## config.mk

```make
export PLATFORM = sky130hd
export DESIGN_NAME = rotary_counter
export DESIGN_NICKNAME = d
export VERILOG_FILES = /design/src/rtl/rotary_counter.sv
export SDC_FILE = /design/constraint.sdc
export NUM_CORES = 1
export LEC_CHECK = 0
export ABC_AREA = 1
export BUFFER_PORTS_ARGS = -buffer_cell sky130_fd_sc_hd__buf_4
export CAP_MARGIN = 0
export CORE_AREA = 3 3 102 104
export CTS_BUF_LIST = sky130_fd_sc_hd__clkbuf_16
export CTS_CLUSTER_DIAMETER = 120
export DETAILED_ROUTE_END_ITERATION = 8
export DIE_AREA = 0 0 105 107
export GPL_TIMING_DRIVEN = 0
export PLACE_DENSITY = 0.54
export SLEW_MARGIN = 10
export SYNTH_ARGS = -nofsm -noshare
export SYNTH_HDL_FRONTEND = slang
export SYNTH_SLANG_ARGS = --single-unit
```

## constraint.sdc

```tcl
create_clock -name clk_clk -period 4.7 [get_ports clk_clk]
set_input_delay 0.235 -clock clk_clk [delete_from_list [all_inputs] [get_ports clk_clk]]
set_output_delay 0.235 -clock clk_clk [all_outputs]
set_load 0.005 [all_outputs]
```

## src/rtl/rotary_counter.sv

```systemverilog
// Up/down detent counter with an Avalon-MM register slave and a level irq.
// Count and flags update one cycle after an event; reads have fixed 1-cycle latency, no wait states, no backpressure.
module rotary_counter #(
  parameter int WIDTH       = 8,
  parameter int RESET_VALUE = 0
) (
  input  logic             clk_clk,
  input  logic             reset_reset_n,
  input  logic             rotary_cw,
  input  logic             rotary_ccw,
  output logic [WIDTH-1:0] count,
  input  logic [1:0]       avs_address,
  input  logic             avs_read,
  input  logic             avs_write,
  input  logic [31:0]      avs_writedata,
  output logic [31:0]      avs_readdata,
  output logic             irq
);

  localparam int          EW         = WIDTH + 9;
  localparam logic [31:0] ID_VALUE   = 32'h524F_5400 | 32'(WIDTH);
  localparam logic [1:0]  ADDR_COUNT = 2'd0;
  localparam logic [1:0]  ADDR_CTRL  = 2'd1;
  localparam logic [1:0]  ADDR_STAT  = 2'd2;
  localparam logic [1:0]  ADDR_ID    = 2'd3;

  logic [WIDTH-1:0] count_q, count_d;
  logic             wrap_q, wrap_d;
  logic             irq_en_q, irq_en_d;
  logic [7:0]       step_q, step_d;
  logic             cw_seen_q, cw_seen_d;
  logic             ccw_seen_q, ccw_seen_d;
  logic             limit_q, limit_d;
  logic [31:0]      rdata_q, rdata_d;

  logic [EW-1:0]    sum, diff;
  logic             over, under;
  logic             cw_only, ccw_only;
  logic [WIDTH-1:0] ev_count;
  logic             ev_limit;
  logic             wr_count, wr_ctrl;
  logic [2:0]       clr_mask;
  logic             lint_unused;

  always_comb begin
    sum  = EW'(count_q) + EW'(step_q);
    diff = EW'(count_q) - EW'(step_q);
    // step never exceeds 255, so any carry lands above WIDTH and a borrow sets the top bit
    over  = |sum[EW-1:WIDTH];
    under = diff[EW-1];
  end

  always_comb begin
    cw_only  = rotary_cw & ~rotary_ccw;
    ccw_only = rotary_ccw & ~rotary_cw;
    ev_count = count_q;
    ev_limit = 1'b0;
    if (step_q != 8'd0) begin
      if (cw_only) begin
        if (over) begin
          ev_limit = 1'b1;
          ev_count = wrap_q ? sum[WIDTH-1:0] : {WIDTH{1'b1}};
        end else begin
          ev_count = sum[WIDTH-1:0];
        end
      end else if (ccw_only) begin
        if (under) begin
          ev_limit = 1'b1;
          ev_count = wrap_q ? diff[WIDTH-1:0] : {WIDTH{1'b0}};
        end else begin
          ev_count = diff[WIDTH-1:0];
        end
      end
    end
  end

  always_comb begin
    wr_count   = avs_write && (avs_address == ADDR_COUNT);
    wr_ctrl    = avs_write && (avs_address == ADDR_CTRL);
    clr_mask   = (avs_write && (avs_address == ADDR_STAT)) ? avs_writedata[2:0] : 3'b000;

    // a bus write to COUNT overrides the event result and suppresses limit evaluation
    count_d    = wr_count ? avs_writedata[WIDTH-1:0] : ev_count;
    wrap_d     = wr_ctrl ? avs_writedata[0]    : wrap_q;
    irq_en_d   = wr_ctrl ? avs_writedata[1]    : irq_en_q;
    step_d     = wr_ctrl ? avs_writedata[15:8] : step_q;

    // set beats clear when an event and a write-1-to-clear coincide
    cw_seen_d  = (cw_seen_q  & ~clr_mask[0]) | rotary_cw;
    ccw_seen_d = (ccw_seen_q & ~clr_mask[1]) | rotary_ccw;
    limit_d    = (limit_q    & ~clr_mask[2]) | (ev_limit & ~wr_count);

    rdata_d = rdata_q;
    if (avs_read) begin
      case (avs_address)
        ADDR_COUNT: rdata_d = 32'(count_q);
        ADDR_CTRL:  rdata_d = {16'd0, step_q, 6'd0, irq_en_q, wrap_q};
        ADDR_STAT:  rdata_d = {29'd0, limit_q, ccw_seen_q, cw_seen_q};
        ADDR_ID:    rdata_d = ID_VALUE;
        default:    rdata_d = 32'd0;
      endcase
    end
  end

  always_ff @(posedge clk_clk or negedge reset_reset_n) begin
    if (!reset_reset_n) begin
      count_q    <= WIDTH'(RESET_VALUE);
      wrap_q     <= 1'b0;
      irq_en_q   <= 1'b0;
      step_q     <= 8'd1;
      cw_seen_q  <= 1'b0;
      ccw_seen_q <= 1'b0;
      limit_q    <= 1'b0;
      rdata_q    <= 32'd0;
    end else begin
      count_q    <= count_d;
      wrap_q     <= wrap_d;
      irq_en_q   <= irq_en_d;
      step_q     <= step_d;
      cw_seen_q  <= cw_seen_d;
      ccw_seen_q <= ccw_seen_d;
      limit_q    <= limit_d;
      rdata_q    <= rdata_d;
    end
  end

  assign count        = count_q;
  assign avs_readdata = rdata_q;
  assign irq          = irq_en_q & (cw_seen_q | ccw_seen_q | limit_q);
  assign lint_unused  = ^{avs_writedata[31:16], diff[EW-2:WIDTH]};

endmodule

```

Yosys cells after proc, flatten, opt, wreduce, memory -nomap -nowiden:

Cells that the tools add are included.

* output and inout port bits: 41
* bits in registers: 53
* logic and storage cells: 55
* bits of input ports: 40

* reduce and logical (&&, ||, !) cells: 9
* bitwise operators: 18
* add/subtract/negate cells: 2
* equal/unequal tests: 3
* multiplexer cells: 15

Operators by type and width (number)
* case mux 32 bit (4 select lines): 1
* 2-to-1 mux 8 bit: 8
* adder 8 x 8 -> 9 bit: 1
* OR reduction 9 bit: 1
* subtractor 8 x 8 -> 9 bit: 1
* nonzero test 8 bit: 1
* bitwise AND 1 bit: 7
* NOT 1 bit: 6
* 2-to-1 mux 1 bit: 5
* OR 1 bit: 5
* == test 2 bit, second input constant: 2
* logical AND 1 bit: 3
* 2-to-1 mux 3 bit: 1
* nonzero test 3 bit: 1
* == test 2 x 1 -> 1 bit, second input constant: 1
* logical NOT 2 bit: 1
* AND reduction 2 bit: 1
* nonzero test 2 bit: 1

Longest topological paths before layout:

* word-level depth: 7
* depth in mapped cells: 15
* depth with buffers taken out: 14

Worst setup path after synthesis:

No wires, ideal clock.

* path kind: reg-to-reg
* from: register step_q[0]
* to: register count_q[5] (netlist: count[5])
* path buffers: 0
* period minus slack after synthesis: 1886 ps
* data required time: 4635 ps
* slack: 2814 ps
* library setup time: 65 ps
* arrival: 1821 ps
* cell stages (with the launch flop): 15
* cell sequence: dfstp_2 -> ha_1 -> inv_1 -> fa_1 -> nor2_4 -> nand2_2 -> nand2_2 -> nand2_1 -> nand2_2 -> nand3_2 -> nand2_2 -> inv_2 -> nand3_1 -> nand2_1 -> nand2_1

* cells in the longest elaborated chain, start to end: 7
* elaborated cells on any way between the ends: 14
* those cells by class: add/sub (2); mux (8); reduce/logical (4)

RTL lines
* start, declared: line 30 `logic [7:0] step_q, step_d;`
* start signal, assigned: line 119 `step_q <= step_d;`
* subtractor 8 x 8 -> 9 bit: line 47 `diff = EW'(count_q) - EW'(step_q);`
* 2-to-1 mux 8 bit: line 69 `ev_count = wrap_q ? diff[WIDTH-1:0] : {WIDTH{1'b0}};`
* 2-to-1 mux 8 bit: line 67 `if (under) begin`
* 2-to-1 mux 8 bit: line 66 `end else if (ccw_only) begin`
* 2-to-1 mux 8 bit: line 59 `if (cw_only) begin`
* 2-to-1 mux 8 bit: line 58 `if (step_q != 8'd0) begin`
* 2-to-1 mux 8 bit: line 83 `count_d = wr_count ? avs_writedata[WIDTH-1:0] : ev_count;`
* end signal, assigned: line 107 `count_q <= WIDTH'(RESET_VALUE);`
* end signal, assigned: line 116 `count_q <= count_d;`
* end, declared: line 27 `logic [WIDTH-1:0] count_q, count_d;`

Parallel ways exist; a longest one is shown, timed or not. The select of a mux whose other input is x is not followed.
A chain may end at the register's enable or synchronous reset.

Worst setup path after layout:

Same ends and word-level chain as after synthesis.

==> impl_metrics.json <==
{
  "dpl_cell_area_mm2": 0.003445,
  "start_util_pct": 29.53,
  "power_switching_mw": 0.7497,
  "clock_path_buffers": 2,
  "yosys_warnings": 0,
  "dp.final_hpwl_um": 6244,
  "combPwrFrac_pct": 49.7,
  "routed_wl_um": 7989,
  "die_w_um": 105,
  "netlist_area_mm2": 0.002846,
  "max_freq_mhz": 448.7,
  "synth_area_leader_cell": "dfrtp_1",
  "die_area_mm2": 0.01124,
  "first_global_vias": 2587,
  "antenna_found_initial": 0,
  "track_usage_pct": 14.73,
  "grt_max_degree": 39,
  "via_per_inst": 4.515,
  "fin_area_mm2": 0.003643,
  "hp-class": "in -> reg",
  "synth_cell_types": 40,
  "grt-ovfl-total": 0,
  "hold_path_depth": 3,
  "clkPwrFrac_pct": 23.8,
  "tritoncts": "yes",
  "crit_required_ns": 4.92,
  "fin_setup_tns_ns": 0,
  "critPathCaptureType": "register",
  "ys_seq_area_share_pct": 33.45,
  "powerDensity_mw_per_mm2": 502.2,
  "io_buffers": 54,
  "vdd_drop_max_uv": 222.7,
  "start_kind": "register",
  "switching_share_pct": 40.97,
  "clkLatencyLatePin_ns": 0.28,
  "hold_viol_final": 0,
  "place_congestion": 0.8835,
  "setup_viol": 0,
  "seqPwrFrac_pct": 26.5,
  "ff2ff_path_depth": 14,
  "drive_gt1_share_pct": 26.16,
  "fin_crit_sh_pct": 47.42,
  "tightest_slew_ns": 0.5262,
  "drc": 0,
  "clock-sinks": 38,
  "internal-power_mw": 1.080,
  "post_cts_buffers": 0,
  "yosysMostFrequentCell": "nand2_1",
  "synth_async_sr_flop_share_pct": 100.0,
  "synth_top_area_share_pct": 32.53,
  "n_antenna_cell": 0,
  "core_mm2": 0.009639,
  "cp_common_cell": "nand2_2",
  "syn-instance-count": 381,
  "crit_slowest_cell": "dfstp_2",
  "yosys-top-cells-area": "dfrtp_1, nand2_1, ha_1, inv_1, nand3_1",
  "syn_area_per_cell_um2": 7.471,
  "synth_enable_flop_cells": 0,
  "die_y_um": 107,
  "synth-seq-cells": 38,
  "drv_cap": 0,
  "critPathKind": "reg -> reg",
  "grt_pass1_wl_um": 13280,
  "ioPinCount": 81,
  "clock_skew_ns": 0.003472,
  "slew_headroom_pct": 64.92,
  "status": "finished clean",
  "areaGrowthSynthToFinish_pct": 28.00,
  "rsz0062_at_grt": "false",
  "p_leak_nw": 1.969,
  "fp-row-count": 36,
  "path_max_fanout": 5,
  "ctsRootBufferMaster": "clkbuf_16",
  "drt_iter0_drc": 86,
  "final_antenna_net_count": 0,
  "crit_arrival_ns": 2.45,
  "dr.pass1.iters": 4,
  "clk_pin_slew_ns": 0.06,
  "crit_chain": "ha_1 -> inv_1 -> fa_1 -> nor2_4 -> nand2_2 -> nand2_2 -> nand2_1 -> nand2_2 -> nand3_2 -> nand2_2 -> inv_2 -> nand3_1 -> nand2_1 -> nand2_1",
  "wl_per_cell_um": 13.68,
  "routed-via-count": 2637,
  "synthFlopType": "dfrtp_1",
  "final_nets": 510,
  "slowest_delay_ns": 0.55,
  "drv_slew": 0,
  "cts_made_buffers": 5,
  "netlist_top_cells_count": "nand2_1, inv_1, dfrtp_1",
  "cts_max_level": 2,
  "finalCriticalPeriod_ns": 2.229
}
==> critical path, delay by kind of cell, from the launching register on <==
| family | cells | cell delay (ns) |
|---|---|---|
| fa+ha+maj | 2 | 0.60 |
| buf+inv | 2 | 0.10 |
| flops | 1 | 0.55 |
| simple gates | 10 | 0.92 |
==> final cells by class <==
type	count	area, µm²
plain buffers	27	214.0
clock buffers	5	125.1
clock inverters	3	63.81
fillers	1064	5996
inverters	52	207.7
multi-input cells	271	1499
flip-flops and latches	38	952.2
well taps	133	166.4
repair buffers	55	415.4
==> state kept, by name (all words and copies together), names as in the netlist <==
register      count
avs_readdata     17
ccw_seen_q        1
count             8
cw_seen_q         1
irq_en_q          1
limit_q           1
step_q            8
wrap_q            1
==> layer usage <==
metal / vias to the layer above / GRT usage, % / routed length (µm)
li1: 1321 / - / -
met1: 1243 / 20.63 / 3783
met2: 71 / 23.92 / 3738
met3: 2 / 2.890 / 439
met4: 0 / 2.437 / 27
met5: - / 0 / 0
==> placed cells by master (no fill, tap or decap), types with 8 or more instances in the layout <==
cell | netlist | routed
o21ai_0 | 19 | 19
nand2_1 | 104 | 104
buf_4 | 16 | 70
nand3_1 | 30 | 30
ha_1 | 18 | 18
dfrtp_1 | 37 | 37
inv_1 | 45 | 45
nand2_2 | 8 | 8
nor2_1 | 27 | 27
a21oi_1 | 19 | 19
conb_1 | 1 | 8
==> path summary, 6_finish.rpt <==
check,startpoint,endpoint,slack [ns]
min in group asynchronous,reset_reset_n,count[7],0.46
max reg2reg,step_q[0],count[5],2.47
max,step_q[0],count[5],2.47
max in group asynchronous,reset_reset_n,step_q[0],3.86
min,rotary_ccw,ccw_seen_q,0.19
min reg2reg,avs_readdata[5],avs_readdata[5],0.48
==> logic make-up (layout without fill, tap and decap cells) <==
group | Yosys count | after routing | synth area share (%)
and+or+nand+nor | 189 | 189 | 30.77
adders and majority gates | 20 | 20 | 9.319
buffers and inverters | 79 | 142 | 14.81
xor gates and xnor gates | 3 | 3 | 0.9232
DFF | 38 | 38 | 33.45
AOI/OAI and AO/OA | 51 | 51 | 10.59
other | 1 | 8 | 0.1317
==> through the flow <==
step	util [%]	power [mW]	setup slack, ns	instances	hold WS [ns]
after global routing	37.80	1.991	2.275	584	0.1999
after global placement	35.73	1.388	2.535	575	0.2357
after floorplan	-	1.109	2.814	388	-0.06059
after CTS	37.80	1.842	2.496	584	0.1854
final	37.80	1.830	2.471	584	0.1888
after detailed placement	35.73	1.394	2.516	575	0.2447
==> power groups by stage <==
stage,Sequential [mW],Clock [mW],Combinational [mW]
after floorplan,0.462,0,0.647
after global placement,0.489,0,0.899
after detailed placement,0.491,0,0.902
after CTS,0.487,0.444,0.911
after global routing,0.496,0.461,1.03
final,0.485,0.436,0.910
==> what timing repair did <==
| item | 4_1_cts | 5_1_grt |
|---|---|---|
| hold buffers | 1 | 0 |
| hold endpoints to repair | 37 | 0 |
| resized for setup | 0 | 0 |
Power figures use the tool's default switching activity.
